===== src/rtl/dr_shift_serializer_pkg.sv =====
// Shared types and defaults for the capture/shift/update data-register serializer.
package dr_pkg;

  typedef enum logic [1:0] {
    DR_IDLE,
    DR_SHIFT,
    DR_UPDATE
  } dr_state_e;

  localparam logic [31:0] DR_RESET_VAL = 32'h0000ABCD;

endpackage


===== src/rtl/dr_shift_serializer_if.sv =====
// Parallel-capture / serial-shift handshake bundle between the upstream source and the serializer.
interface dr_shift_serializer_if #(
  parameter int WIDTH = 32
);
  logic [WIDTH-1:0] par_i;
  logic             capture_i;
  logic             ready_o;
  logic             shift_en_i;
  logic             abort_i;
  logic             sin_i;
  logic             sout_o;
  logic [WIDTH-1:0] dr_q_o;
  logic             done_o;

  modport master (
    output par_i, capture_i, shift_en_i, abort_i, sin_i,
    input  ready_o, sout_o, dr_q_o, done_o
  );

  modport slave (
    input  par_i, capture_i, shift_en_i, abort_i, sin_i,
    output ready_o, sout_o, dr_q_o, done_o
  );
endinterface


===== src/rtl/dr_shift_serializer_bit_counter.sv =====
// Shift-position counter: clears on capture, advances per shift, flags the last bit position.
module dr_bit_counter #(
  parameter int WIDTH = 32
) (
  input  logic clk,
  input  logic rst,
  input  logic clear,
  input  logic en,
  output logic tc
);
  localparam int CW = $clog2(WIDTH) + 1;
  localparam logic [CW-1:0] LAST = CW'(WIDTH - 1);

  logic [CW-1:0] cnt;

  always_ff @(posedge clk or posedge rst) begin
    if (rst) begin
      cnt <= '0;
    end else if (clear) begin
      cnt <= '0;
    end else if (en) begin
      cnt <= cnt + CW'(1);
    end
  end

  assign tc = (cnt == LAST);
endmodule


===== src/rtl/dr_shift_serializer.sv =====
// JTAG-style data-register stage: capture a parallel word, shift it out serially while
// shifting a new word in, then commit the received word to the update register.
module dr_shift_serializer
  import dr_pkg::*;
#(
  parameter int          WIDTH     = 32,
  parameter bit          LSB_FIRST = 1'b1,
  parameter logic [31:0] RESET_VAL = DR_RESET_VAL
) (
  input  logic                  clk,
  input  logic                  rst,
  dr_shift_serializer_if.slave  bus
);
  logic [WIDTH-1:0] shreg_q;

  localparam int SW = $bits(shreg_q);
  localparam logic [SW-1:0] UPD_RST = SW'(RESET_VAL);

  logic [SW-1:0] shreg_nxt;
  logic [SW-1:0] dr_q;
  logic          sout_q;
  dr_state_e     state_q, state_nxt;
  logic          do_capture, do_shift, do_commit;
  logic          cnt_clr, cnt_en, cnt_tc;

  // Incoming bit enters the end opposite to the one being shifted out.
  function automatic logic [SW-1:0] shift_word(input logic [SW-1:0] w, input logic s);
    if (LSB_FIRST) shift_word = SW'({s, w} >> 1);
    else           shift_word = SW'({w, s});
  endfunction

  function automatic logic out_bit(input logic [SW-1:0] w);
    out_bit = LSB_FIRST ? w[0] : w[SW-1];
  endfunction

  assign shreg_nxt = shift_word(shreg_q, bus.sin_i);

  dr_bit_counter #(.WIDTH(SW)) u_cnt (
    .clk   (clk),
    .rst   (rst),
    .clear (cnt_clr),
    .en    (cnt_en),
    .tc    (cnt_tc)
  );

  always_ff @(posedge clk or posedge rst) begin
    if (rst) state_q <= DR_IDLE;
    else     state_q <= state_nxt;
  end

  // Abort takes priority over a shift, including the final one, so nothing is committed.
  always_comb begin
    state_nxt  = state_q;
    do_capture = 1'b0;
    do_shift   = 1'b0;
    do_commit  = 1'b0;
    cnt_clr    = 1'b0;
    cnt_en     = 1'b0;
    unique case (state_q)
      DR_IDLE: begin
        if (bus.capture_i) begin
          do_capture = 1'b1;
          cnt_clr    = 1'b1;
          state_nxt  = DR_SHIFT;
        end
      end
      DR_SHIFT: begin
        if (bus.abort_i) begin
          state_nxt = DR_IDLE;
        end else if (bus.shift_en_i) begin
          do_shift = 1'b1;
          cnt_en   = 1'b1;
          if (cnt_tc) begin
            do_commit = 1'b1;
            state_nxt = DR_UPDATE;
          end
        end
      end
      DR_UPDATE: state_nxt = DR_IDLE;
      default:   state_nxt = DR_IDLE;
    endcase
  end

  always_ff @(posedge clk or posedge rst) begin
    if (rst) begin
      shreg_q <= '0;
      sout_q  <= 1'b0;
      dr_q    <= UPD_RST;
    end else begin
      if (do_capture) begin
        shreg_q <= bus.par_i;
        sout_q  <= out_bit(bus.par_i);
      end else if (do_shift) begin
        shreg_q <= shreg_nxt;
        sout_q  <= out_bit(shreg_nxt);
      end
      if (do_commit) dr_q <= shreg_nxt;
    end
  end

  assign bus.ready_o = (state_q == DR_IDLE);
  assign bus.done_o  = (state_q == DR_UPDATE);
  assign bus.sout_o  = sout_q;
  assign bus.dr_q_o  = dr_q;
endmodule


===== src/flat_wrapper.sv =====
// flat-port wrapper written by rule: the top's interface ports become plain ports
module dr_shift_serializer_flat import dr_pkg::*;
#(
  parameter int          WIDTH     = 32,
  parameter bit          LSB_FIRST = 1'b1,
  parameter logic [31:0] RESET_VAL = DR_RESET_VAL
)
  (clk, rst, bus_par_i, bus_capture_i, bus_shift_en_i, bus_abort_i, bus_sin_i, bus_ready_o, bus_sout_o, bus_dr_q_o, bus_done_o);
  dr_shift_serializer_if #(.WIDTH(WIDTH)) bus_i ();
  input  logic clk;
  input  logic rst;
  input wire logic [$bits(bus_i.par_i)-1:0] bus_par_i;
  input wire logic [$bits(bus_i.capture_i)-1:0] bus_capture_i;
  input wire logic [$bits(bus_i.shift_en_i)-1:0] bus_shift_en_i;
  input wire logic [$bits(bus_i.abort_i)-1:0] bus_abort_i;
  input wire logic [$bits(bus_i.sin_i)-1:0] bus_sin_i;
  output wire logic [$bits(bus_i.ready_o)-1:0] bus_ready_o;
  output wire logic [$bits(bus_i.sout_o)-1:0] bus_sout_o;
  output wire logic [$bits(bus_i.dr_q_o)-1:0] bus_dr_q_o;
  output wire logic [$bits(bus_i.done_o)-1:0] bus_done_o;
  assign bus_i.par_i = bus_par_i;
  assign bus_i.capture_i = bus_capture_i;
  assign bus_i.shift_en_i = bus_shift_en_i;
  assign bus_i.abort_i = bus_abort_i;
  assign bus_i.sin_i = bus_sin_i;
  assign bus_ready_o = bus_i.ready_o;
  assign bus_sout_o = bus_i.sout_o;
  assign bus_dr_q_o = bus_i.dr_q_o;
  assign bus_done_o = bus_i.done_o;
  dr_shift_serializer #(.WIDTH(WIDTH), .LSB_FIRST(LSB_FIRST), .RESET_VAL(RESET_VAL)) u_core (.clk(clk), .rst(rst), .bus(bus_i));
endmodule

===== config.mk =====
export PLATFORM = sky130hd
export DESIGN_NAME = dr_shift_serializer_flat
export DESIGN_NICKNAME = d
export VERILOG_FILES = /design/src/rtl/dr_shift_serializer_pkg.sv /design/src/rtl/dr_shift_serializer_if.sv /design/src/rtl/dr_shift_serializer_bit_counter.sv /design/src/rtl/dr_shift_serializer.sv /design/src/flat_wrapper.sv
export SDC_FILE = /design/constraint.sdc
export NUM_CORES = 1
export LEC_CHECK = 0
export ABC_AREA = 1
export ABC_CLOCK_PERIOD_IN_PS = 2400
export BUFFER_PORTS_ARGS = -buffer_cell sky130_fd_sc_hd__buf_2
export CAP_MARGIN = 10
export CORE_UTILIZATION = 52
export DETAILED_ROUTE_END_ITERATION = 16
export PLACE_DENSITY = 0.78
export SYNTH_ARGS = -nofsm -noshare
export SYNTH_HDL_FRONTEND = slang
export SYNTH_SLANG_ARGS = --single-unit
export TNS_END_PERCENT = 30

===== constraint.sdc =====
create_clock -name clk -period 2.4 [get_ports clk]
set_clock_uncertainty 0.1 [all_clocks]
set_input_delay 0.36 -clock clk [delete_from_list [all_inputs] [get_ports clk]]
set_output_delay 0.36 -clock clk [all_outputs]
set_load 0.03 [all_outputs]

# Word-level counts from Yosys, hierarchy flattened
# Index checks and enable logic that the tools add are counted.
[op_classes] addsub=1 n_mux=20 eq_ne=6 reduce_logical=3
[ops] op="$mux 32" count=2
[ops] op="$mux 6" count=2
[ops] op="$mux 1" count=11
[ops] op="$mux 2" count=4
[ops] op="$add 6x1->6 const B" count=1
[ops] op="$eq 6x5->1 const B" count=1
[ops] op="$pmux 2 s2" count=1
[ops] op="$ne 3x2->1 const B" count=1
[ops] op="$ne 3x3->1 const B" count=1
[ops] op="$reduce_and 3->1" count=1
[ops] op="$eq 2x1->1 const B" count=1
[ops] op="$eq 2x2->1 const B" count=1
[ops] op="$logic_not 2->1" count=1
[ops] op="$ne 2x2->1 const B" count=1
[ops] op="$reduce_bool 2->1" count=1
[word_totals] inputBits=38 out_inout_bits=35 wordCells=35 reg_bits=73

# Longest topological paths before layout
# Gate-level depths: netlist of the first run.
[logic_depth] word_depth=5 ltp_mapped=7 ltp_nobuf=7

# By module
# From an unflattened synthesis of the first run, not the netlist that was laid out.
[hier_totals] cells_unflattened=439 area_unflattened_um2=3358.2
[modules_own_cells] module="dr_shift_serializer" cells_each=400 n_inst=1 seq_area_each_um2=1664.1 area_each_um2=3047.9
[modules_own_cells] module="dr_bit_counter" cells_each=39 n_inst=1 seq_area_each_um2=150.1 area_each_um2=310.3

# Least setup slack after synthesis of the first run
# Ideal clock, no wire load.
[synth_timing] path_type="reg2reg" from="reg u_core.state_q[0]" to="reg u_core.shreg_q[10]" path_buffers=2 t_required_ns=2.176 synth_period_minus_slack_ns=1.755 stages_incl_launch_ff=7 setup_ns=0.124 slack_ns=0.645 arrival_time_ns=1.531 path_cell_list="dfrtp_1 -> nor2_1 -> nand2_1 -> buf_2 -> buf_2 -> nand3_1 -> nand3_1"
[synth_between] elab_chain_cells=3 elab_cells_between_ends=6 classes_between="eq/ne (1); mux (3); reduce/logical (2)"
[synth_lines] element="start, declared" line_no="dr_shift_serializer.sv:22" text="dr_state_e state_q, state_nxt;"
[synth_lines] element="start signal, assigned" line_no="dr_shift_serializer.sv:48" text="else state_q <= state_nxt;"
[synth_lines] element="$logic_not 2->1 (*)"
[synth_lines] element="via bus_ready_o" line_no="flat_wrapper.sv:17" text="output wire logic [$bits(bus_i.ready_o)-1:0] bus_ready_o;"
[synth_lines] element="$mux 1 (*)" line_no="dr_shift_serializer.sv:59" text="unique case (state_q)"
[synth_lines] element="$mux 32 / $reduce_bool 2->1 (equally long branches)"
[synth_lines] element="end signal, assigned" line_no="dr_shift_serializer.sv:91" text="shreg_q <= bus.par_i;"
[synth_lines] element="end signal, assigned" line_no="dr_shift_serializer.sv:94" text="shreg_q <= shreg_nxt;"
[synth_lines] element="end, declared" line_no="dr_shift_serializer.sv:14" text="logic [WIDTH-1:0] shreg_q;"
# The timed path passes the listed nets; every way through them passes the cells marked *.
# A chain may end at the register's enable or synchronous reset.

# Worst setup path in the final report of the first run
[layout_timing] from="reg u_core.state_q[0]" to="reg u_core.shreg_q[21]"
[layout_between] elab_chain_cells=3 elab_cells_between_ends=6 classes_between="eq/ne (1); mux (3); reduce/logical (2)"
[layout_lines] element="$eq 2x1->1 / $logic_not 2->1 (equally long branches)" line_no="dr_shift_serializer.sv:59"
[layout_lines] element="$mux 1" line_no="dr_shift_serializer.sv:59"
[layout_lines] element="$reduce_bool 2->1 (no source line) / $mux 32 (equally long branches)"
# Several ways; a longest one is shown, not always the timed one.

==> results_dict.tcl, run 1 <==
set metrics [dict create \
    die_area_um2 6409 \
    period_needed_ps 1878 \
    synth_seq_cells 72 \
    clock_sinks 72 \
    peakVddDrop_mv 0.4084 \
    n_fill_cell 523 \
    grt_pass1_vias 2543 \
    syn_avg_cell_area_um2 8.516 \
    final_nets 481 \
    max_stage_delay_ps 620 \
    clkLatencyLatePin_ps 340 \
    grt_start_max_net_pins 73 \
    layout-drive-gt1-share 0.2438 \
    post-cts-setup-buffers 0 \
    syn_inst 372 \
    whs_path_depth 3 \
    rows 28 \
    die_h_um 80.06 \
    p_leak_uw 0.001988 \
    firstDrtPassIters 5 \
    cp_cell_sequence "nand2_1 -> nor2_4 -> buf_4 -> nor2_4 -> nand2_1 -> nand3_1" \
    synth_edf_count 0 \
    post-route-drc-count 0 \
    crit_family "simple AND/OR/NAND/NOR gates" \
    ys.warnings.count 0 \
    rsz0062_at_grt "false" \
    hold_violations 0 \
    portBuffers 72 \
    cp-start-kind "register" \
    cts_root_buffer "clkbuf_8" \
    crit_cells 6 \
    status "completed" \
    dp.final_hpwl_mm 4.373 \
    synth.area.top_cells "dfrtp_1, nand2_1, nand3_1" \
    clk_pin_slew_ps 80 \
    synth_seq_area_share 0.5727 \
    crit_type "reg -> reg" \
    overflow 0 \
    vias_per_cell 5.071 \
    ctsResizeCount 0 \
    fin_tns_setup_ps 0 \
    vias 2647 \
    postLayoutCellArea_um2 3776 \
    worstPathArrival_ps 2050 \
    track_usage 0.2308 \
    setup_viol 0 \
    max_freq_mhz 532.6 \
    syn_nets 411 \
    ys.flop_type "dfrtp_1" \
    fin_crit_sh 0.7823 \
    cts_made_buffers 9 \
    start_util 0.5383 \
    routed_wirelength_mm 6.547 \
    synth_cell_types 19 \
    p_per_area_nw_per_um2 740.2 \
    critPathRequiredTime_ps 2580 \
    ys_top_cells_by_count "nand2_1, nand3_1, dfrtp_1" \
    cpMaxStageDelayCell "nor2_4" \
    htree_num_levels 3 \
    syn-cell-area_um2 3168 \
    dr.first_iter.drc_count 203 \
    diodes 0 \
    postRouteAntennaNets 0 \
    cts_tree "built" \
    max_slew.worst_pin.slew_ps 764.9 \
    crit_buf_inv 1 \
    max_cap_viol_count 0 \
    hp-class "in -> reg" \
    drv_slew 0 \
    rr_worst_depth 6 \
    antenna_found_initial 0 \
    core-area_um2 5886 \
    grt_first_pass_wirelength_mm 11.22 \
    area.growth.synth_to_final_pct 19.19 \
    crit_fanout 35 \
    crit_path_end_kind "register" \
    max-slew-margin-rel 0.4888 \
    synth_async_sr_flop_share 1.000 \
    routedWlPerCell_um 12.54 \
    synth_top_cell_area_share 0.4897 \
    yosysTopAreaCell "dfrtp_1" \
    synth_most_common_cell "nand2_1" \
    placed_area_um2 3568 \
    die_x_um 80.06 \
    gp_congestion 0.7648 \
    cts_buffer_depth 2 \
    io_pins 73 \
]
metal layers:
metal	part of all wire	GRT usage	wire [um]
met5	0	0	0
met4	0.018	0.1089	115
met3	0.047	0.03864	308
met2	0.49	0.3906	3239
met1	0.44	0.2882	2883
registers in the layout (all words and copies together) (netlist names):
signal	count
u_core.bus.dr_q_o	32
u_core.shreg_q	32
u_core.state_q	2
u_core.u_cnt.cnt	6
through the flow:
stage               cells  total power [uW]  setup WS (ps)    util  hold WS [ps]
floorplan             372              1736          131.6       -         362.3
global placement      505              1843          571.0  0.6063         361.5
detailed placement    505              1865          519.0  0.6063         364.4
CTS                   522              2819          538.7  0.6416         123.0
global route          522              2943          372.5  0.6416         137.6
finish                522              2795          522.5  0.6416         134.2
worst register-to-register path, stage by stage (launching register included):
cell,delay (ps)
dfrtp_1,410
nand2_1,140
nor2_4,70
buf_4,220
nor2_4,620
nand2_1,160
nand3_1,110
layout by cell type, fill, tap and decap left out, drive strengths merged:
cell and count:
xor2 1, nor2 14, inv 41, dlygate4sd3 1, nand4 2, buf 78, dfrtp 62, bufinv 1
clkinv 3, nand3 68, clkbuf 11, o21ai 34, a21oi 2, clkinvlp 1, dfstp 10, ha 1
nand2 117
what timing repair did:
action | 4_1_cts | 5_1_grt
hold buffers | 1 | 0
setup endpoints to repair | 0 | 0
hold endpoints to repair | 17 | 0
cell type report:
type	count	area, um^2	share of cell area
tap	75	93.84	0.02485
timing repair buffer	79	440.4	0.1166
inverter	41	153.9	0.04076
clock inverter	5	56.30	0.01491
clock buffer	11	141.4	0.03744
multi-input combinational	239	1076	0.2850
sequential	72	1814	0.4805
power by group:
part           leakage [uW]  switching, uW  internal (uW)  total [uW]
Sequential         0.000916            118           1350        1470
Clock             0.0000993            444            507         951
Combinational      0.000972            240            135         375
final timing paths:
kind                                          to  slack [ps]                  from
max in group asynchronous   u_core.bus.dr_q_o[2]        1320                   rst
min                           u_core.shreg_q[25]         130         bus_par_i[25]
min reg2reg                 u_core.bus.dr_q_o[8]         370  u_core.bus.dr_q_o[8]
max reg2reg                   u_core.shreg_q[21]         520     u_core.state_q[0]
min in group asynchronous  u_core.bus.dr_q_o[12]         530                   rst
max                           u_core.shreg_q[21]         520     u_core.state_q[0]
kinds of logic (layout without fill, tap and decap cells):
| group | after synthesis | after routing | share of synthesized area |
|---|---|---|---|
| compound gates | 36 | 36 | 0.05687 |
| xor+xnor | 1 | 1 | 0.002765 |
| fa+ha+maj | 1 | 1 | 0.003949 |
| buf+inv | 61 | 136 | 0.08767 |
| flops | 72 | 72 | 0.5727 |
| simple gates | 201 | 201 | 0.2761 |
(Power assumes the default switching activity.)
==> run 2, diff against run 1 <==
--- a/config.mk
+++ b/config.mk
@@ -5,13 +5,13 @@
 export SDC_FILE = /design/constraint.sdc
 export NUM_CORES = 1
 export LEC_CHECK = 0
-export ABC_AREA = 1
-export ABC_CLOCK_PERIOD_IN_PS = 2400
+export ABC_AREA = 0
+export ABC_CLOCK_PERIOD_IN_PS = 1950
 export BUFFER_PORTS_ARGS = -buffer_cell sky130_fd_sc_hd__buf_2
 export CAP_MARGIN = 10
 export CORE_UTILIZATION = 52
 export DETAILED_ROUTE_END_ITERATION = 16
-export PLACE_DENSITY = 0.78
+export PLACE_DENSITY = 0.79
 export SYNTH_ARGS = -nofsm -noshare
 export SYNTH_HDL_FRONTEND = slang
 export SYNTH_SLANG_ARGS = --single-unit
==> constraint.sdc (replaced) <==
create_clock -name clk -period 1.95 [get_ports clk]
set_clock_uncertainty 0.1 [all_clocks]
set_input_delay 0.2925 -clock clk [delete_from_list [all_inputs] [get_ports clk]]
set_output_delay 0.2925 -clock clk [all_outputs]
set_load 0.03 [all_outputs]
==> run 2 against run 1 <==
  * Sequential power rose by 24%
  * Final cell count fell by 27%
  * Global-route usage fell by 1.9 points
  * Via count decreased by 20%
  * Largest cell class unchanged
  * Highest routed layer unchanged
==> results_dict.tcl, run 2 <==
set metrics [dict create \
    synthAdderAreaFrac 0.004177 \
    cts_root_buffer "clkbuf_8" \
    synth_compound_area_frac 0.1750 \
    track_usage 0.2116 \
    synth_most_common_cell "dfrtp_1" \
    hold_violations 0 \
    synth_top_family_by_area "compound AO/OA/AOI/OAI gates" \
    worstPathArrival_ps 2040 \
    p_leak_uw 0.002065 \
    power_frac_clock 0.340 \
    clock_sinks 72 \
    fin_crit_sh 0.9820 \
    n_fill_cell 438 \
    postRouteAntennaNets 0 \
    crit_path_end_kind "register" \
    netSwitchingFraction 0.2531 \
    final_cell_mix "buf_2, dfrtp_1, a22o_1, mux2_2, a21o_1" \
    rsz0062_at_grt "true" \
    peakVddDrop_mv 0.6196 \
    fin_cells 381 \
    vias_per_cell 5.559 \
    drv_slew 0 \
    period_needed_ps 1915 \
    vias 2118 \
    synth_async_sr_flop_share 1.000 \
    htree_num_levels 3 \
    max_cap_viol_count 0 \
    postLayoutCellArea_um2 3769 \
    placed_area_um2 3527 \
    busiest_layer "met2" \
    gp_congestion 0.7494 \
    area.growth.synth_to_final_pct 25.81 \
    hp-class "in -> reg" \
    comb_power_share 0.133 \
    dr.first_iter.drc_count 75 \
    rows 27 \
    clkLatencyLatePin_ps 340 \
    holdWs_ps 117.6 \
    syn_nets 256 \
    dp.final_hpwl_mm 4.002 \
    fin_tns_setup_ps 0 \
    post-route-drc-count 0 \
    portBuffers 72 \
    start_util 0.5407 \
    p_int_uw 2579 \
    status "completed" \
    final_nets 343 \
    grt_pass1_vias 2170 \
    cp-start-kind "register" \
    syn-cell-area_um2 2995 \
    synth_mux_area_frac 0.1303 \
    grt_first_pass_wirelength_mm 9.880 \
    place_ws_ps -44.85 \
    syn_inst 217 \
    max_slew.worst_pin.slew_ps 367.3 \
    ys.warnings.count 0 \
    die_area_um2 6068 \
    die_h_um 77.90 \
    cts_tree "built" \
    final_common_cell "buf_2" \
    core-area_um2 5540 \
    layout_setup_ws_ps 35.13 \
    cts_buffer_depth 2 \
    cts_made_buffers 9 \
    dp_cells 361 \
    ys_top_cells_by_count "dfrtp_1, a22o_1, mux2_2" \
    routedWlPerCell_um 15.88 \
    routed_wirelength_mm 6.051 \
    max-slew-margin-rel 0.7549 \
    synth_seq_area_share 0.6057 \
    die_x_um 77.90 \
    switchingPower_uw 874.1 \
    synth_simple_gate_area_frac 0.05556 \
    synth_xor_area_frac 0.002924 \
    synth_cell_types 29 \
    overflow 0 \
    setup_viol 0 \
    synth.area.top_cells "dfrtp_1, mux2_2, a22o_1" \
    layout-drive-gt1-share 0.4887 \
    syn_avg_cell_area_um2 13.80 \
    critPathRequiredTime_ps 2080 \
    p_per_area_nw_per_um2 916.3 \
    yosysTopAreaCell "dfrtp_1" \
    io_pins 73 \
    grt_use_met2 0.3779 \
    synth_seq_cells 72 \
    synth_top_cell_area_share 0.5180 \
    p_seq_frac 0.527 \
    diodes 0 \
    clk_pin_slew_ps 70 \
    synth_edf_count 0 \
    grt_start_max_net_pins 73 \
    met3_usage 0.04235 \
    crit_fanout 7 \
    crit_type "reg -> reg" \
    gr-usage-met1 0.2474 \
    antenna_found_initial 0 \
    firstDrtPassIters 4 \
    max_freq_mhz 522.2 \
    ys.flop_type "dfrtp_1" \
]
run 2: changes by cell type after synthesis, sizes merged, moves of 2 or more:
cell    before  now
a21o         0   30
inv         41    1
nand2      117    6
clkbuf       1   11
o21ai       34    2
nor3         0    5
mux2         0   32
nand3       68    1
or3b         0    2
a22o         0   31
mux2i        0    3
o22ai        0    2
nor2        14    5
buf         19    3
run 2: through the flow:
| step | utilization | total power [uW] |
|---|---|---|
| after CTS | 0.6748 | 3484 |
| after detailed placement | 0.6366 | 2306 |
| after floorplan | - | 2119 |
| final | 0.6802 | 3453 |
| after global placement | 0.6366 | 2285 |
| after global routing | 0.6802 | 3615 |
run 2: cell families (layout without fill, tap and decap cells):
family                     after synthesis  count (layout)
and+or+nand+nor                         27              27
buffers and inverters                   15             107
muxes                                   35              35
xor gates and xnor gates                 1               1
adders and majority gates                1               1
AOI/OAI and AO/OA                       66              66
DFF                                     72              72
run 2: timing repair:
action / in CTS / in global routing
endpoints found under the setup margin: 23 / 32
hold buffers: 1 / 0
pin swaps: 0 / 1
hold endpoints to repair: 62 / 0
gates cloned: 0 / 2
resized for setup: 0 / 6
setup buffers: 0 / 1
run 2: power by group through the flow:
stage	Sequential (uW)	Combinational, uW	Clock (uW)
after global routing	1840	510	1260
after CTS	1820	466	1200
after global placement	1830	450	0
after floorplan	1810	309	0
after detailed placement	1840	462	0
final	1820	459	1170
run 2: area by class of cell:
| class | instances | area, um^2 | area share |
|---|---|---|---|
| Clock buffer | 13 | 158.9 | 0.04216 |
| Timing Repair Buffer | 90 | 530.5 | 0.1408 |
| Inverter | 1 | 7.507 | 0.001992 |
| Clock inverter | 3 | 42.54 | 0.01129 |
| Multi-Input combinational cell | 130 | 1125 | 0.2985 |
| Tap cell | 72 | 90.09 | 0.02390 |
| Sequential cell | 72 | 1814 | 0.4814 |
run 2: path summary, 6_finish.rpt:
path                       cells past startpoint  slack (ps)               from                     to
max in group asynchronous                      4         920                rst   u_core.bus.dr_q_o[3]
min reg2reg                                    1         370  u_core.shreg_q[0]      u_core.shreg_q[0]
max                                            5          40  u_core.state_q[1]  u_core.bus.dr_q_o[21]
min                                            3         120      bus_par_i[30]     u_core.shreg_q[30]
min in group asynchronous                      4         490                rst  u_core.bus.dr_q_o[17]
max reg2reg                                    5          40  u_core.state_q[1]  u_core.bus.dr_q_o[21]
run 2: routing by layer:
layer,part of all wire,vias up
met4,0.014,0
met5,0,-
met3,0.034,8
met1,0.42,1083
li1,-,980
met2,0.53,47
run 2: critical path, cell delays in order (launching register included):
cell     delay (ps)
dfrtp_1         380
or3b_4          410
nor4_4          200
buf_4           190
buf_4           180
mux2_2          340
==> run 3, diff against run 2 <==
==> constraint.sdc (replaced) <==
create_clock -name clk -period 1.95 [get_ports clk]
set_clock_uncertainty 0.1 [all_clocks]
set_input_delay 0.0975 -clock clk [delete_from_list [all_inputs] [get_ports clk]]
set_output_delay 0.0975 -clock clk [all_outputs]
set_load 0.03 [all_outputs]
==> run 3 against run 2 <==
  * Combinational power is 10% higher
  * Largest power group unchanged
  * Critical path depth is the same
  * Hold slack lost 32 ps
==> results_dict.tcl, run 3 (synthesized netlist as in run 2, its figures left out) <==
set metrics [dict create \
    status "completed" \
    clock_sinks 72 \
    clk_pin_slew_ps 80 \
    max-slew-margin-rel 0.7519 \
    crit_buf_inv 2 \
    die_h_um 77.90 \
    htree_num_levels 3 \
    totalPowerFinal_uw 3479 \
    die_x_um 77.90 \
    setup_viol 0 \
    max_stage_delay_ps 410 \
    max_freq_mhz 527.8 \
    postRouteAntennaNets 0 \
    max_cap_viol_count 0 \
    final_nets 373 \
    hold_violations 0 \
    cts_buffer_depth 2 \
    gp_congestion 0.8289 \
    portBuffers 72 \
    final_cell_mix "buf_2, dfrtp_1, dlygate4sd3_1" \
    fin_crit_sh 0.9716 \
    p_per_area_nw_per_um2 853.6 \
    antenna_found_initial 0 \
    routedWlPerCell_um 15.45 \
    worstPathArrival_ps 2010 \
    layout-drive-gt1-share 0.4395 \
    firstDrtPassIters 4 \
    grt_first_pass_wirelength_mm 10.56 \
    track_usage 0.2267 \
    rsz0062_at_grt "false" \
    rows 27 \
    dr.first_iter.drc_count 127 \
    critPathRequiredTime_ps 2070 \
    hp-class "in -> reg" \
    grt_start_max_net_pins 73 \
    routed_wirelength_mm 6.351 \
    cts_root_buffer "clkbuf_8" \
    overflow 0 \
    post-route-drc-count 0 \
    utilization 0.7355 \
    diodes 0 \
    crit_fanout 8 \
    drv_slew 0 \
    crit_family "simple AND/OR/NAND/NOR gates" \
    cp_cell_sequence "or3b_4 -> nor4_4 -> buf_6 -> buf_6 -> mux2_2" \
    cpMaxStageDelayCell "or3b_4" \
    vias_per_cell 5.387 \
    crit_path_end_kind "register" \
    crit_type "reg -> reg" \
    start_util 0.5407 \
    cts_tree "built" \
    place_ws_ps 34.38 \
    cp-start-kind "register" \
    clkLatencyLatePin_ps 330 \
    dp.final_hpwl_mm 4.131 \
    vias 2214 \
    grt_pass1_vias 2209 \
    cts_made_buffers 9 \
    period_needed_ps 1895 \
    final_common_cell "buf_2" \
    p_leak_uw 0.002187 \
    fin_tns_setup_ps 0 \
    core-area_um2 5540 \
    crit_top_cell "buf_6" \
    layout_setup_ws_ps 55.33 \
    die_area_um2 6068 \
    io_pins 73 \
    max_slew.worst_pin.slew_ps 372.2 \
    area.growth.synth_to_final_pct 36.05 \
    peakVddDrop_mv 0.5974 \
]
[run 3: cell count changes in the layout (fill, tap and decap cells not counted)]
| cell | previous run | this run |
|---|---|---|
| dlygate4sd3_1 | 1 | 34 |
| buf_4 | 13 | 8 |
| clkinv_4 | 0 | 4 |
| buf_6 | 2 | 4 |
| clkbuf_8 | 11 | 9 |
| buf_12 | 2 | 1 |
| buf_8 | 0 | 1 |
| clkbuf_1 | 2 | 1 |
| clkinvlp_4 | 2 | 1 |
[run 3: metal layers]
metal  share of wire  track usage  wire, um  up-vias
met5               0            0         0        -
li1                -            -         -     1042
met2            0.49       0.3611      3123       59
met4          0.0030      0.07778        19        0
met1            0.46       0.3063      2936     1111
met3           0.043      0.05294       271        2
[run 3: final timing paths]
kind	end	slack [ps]	from	depth (start not counted)
max	u_core.bus.dr_q_o[16]	60	u_core.state_q[1]	5
min	u_core.u_cnt.cnt[3]	90	bus_abort_i	4
max reg2reg	u_core.bus.dr_q_o[16]	60	u_core.state_q[1]	5
min reg2reg	u_core.u_cnt.cnt[4]	380	u_core.u_cnt.cnt[4]	1
max in group asynchronous	u_core.bus.dr_q_o[9]	1110	rst	4
min in group asynchronous	u_core.shreg_q[15]	300	rst	4
[run 3: timing repair]
item,CTS,global route
buffers inserted,0,1
setup endpoints to repair,0,26
resized for setup,0,6
hold buffers,34,0
endpoints found under the hold margin,95,0
[run 3: where the power goes]
part           total, uW  leakage, uW  internal, uW  switching [uW]
logic                506      0.00118           280             227
registers           1820     0.000910          1670             149
clock network       1150     0.000100           598             553
[run 3: worst register-to-register path: cells and delay by family (launching register included)]
family | cells | cell delay, ps
buf+inv | 2 | 320
flops | 1 | 390
mux | 1 | 340
simple gates | 2 | 640
[run 3: metrics by stage]
step,std cells,cell area [um^2],hold slack (ps)
2_1_floorplan,217,2999,149.1
3_3_place_gp,360,3507,127.0
3_5_place_dp,360,3507,128.3
4_1_cts,410,4045,69.21
5_1_grt,411,4075,96.28
6_report,411,4075,85.99
[run 3: layout make-up]
cell class / count / area (um^2)
Clock inverter: 6 / 70.07
Timing Repair Buffer: 120 / 840.8
Sequential cell: 72 / 1814
Inverter: 1 / 7.507
Tap cell: 72 / 90.09
Fill cell: 379 / 1465
Clock buffer: 10 / 127.6
Multi-Input combinational cell: 130 / 1125
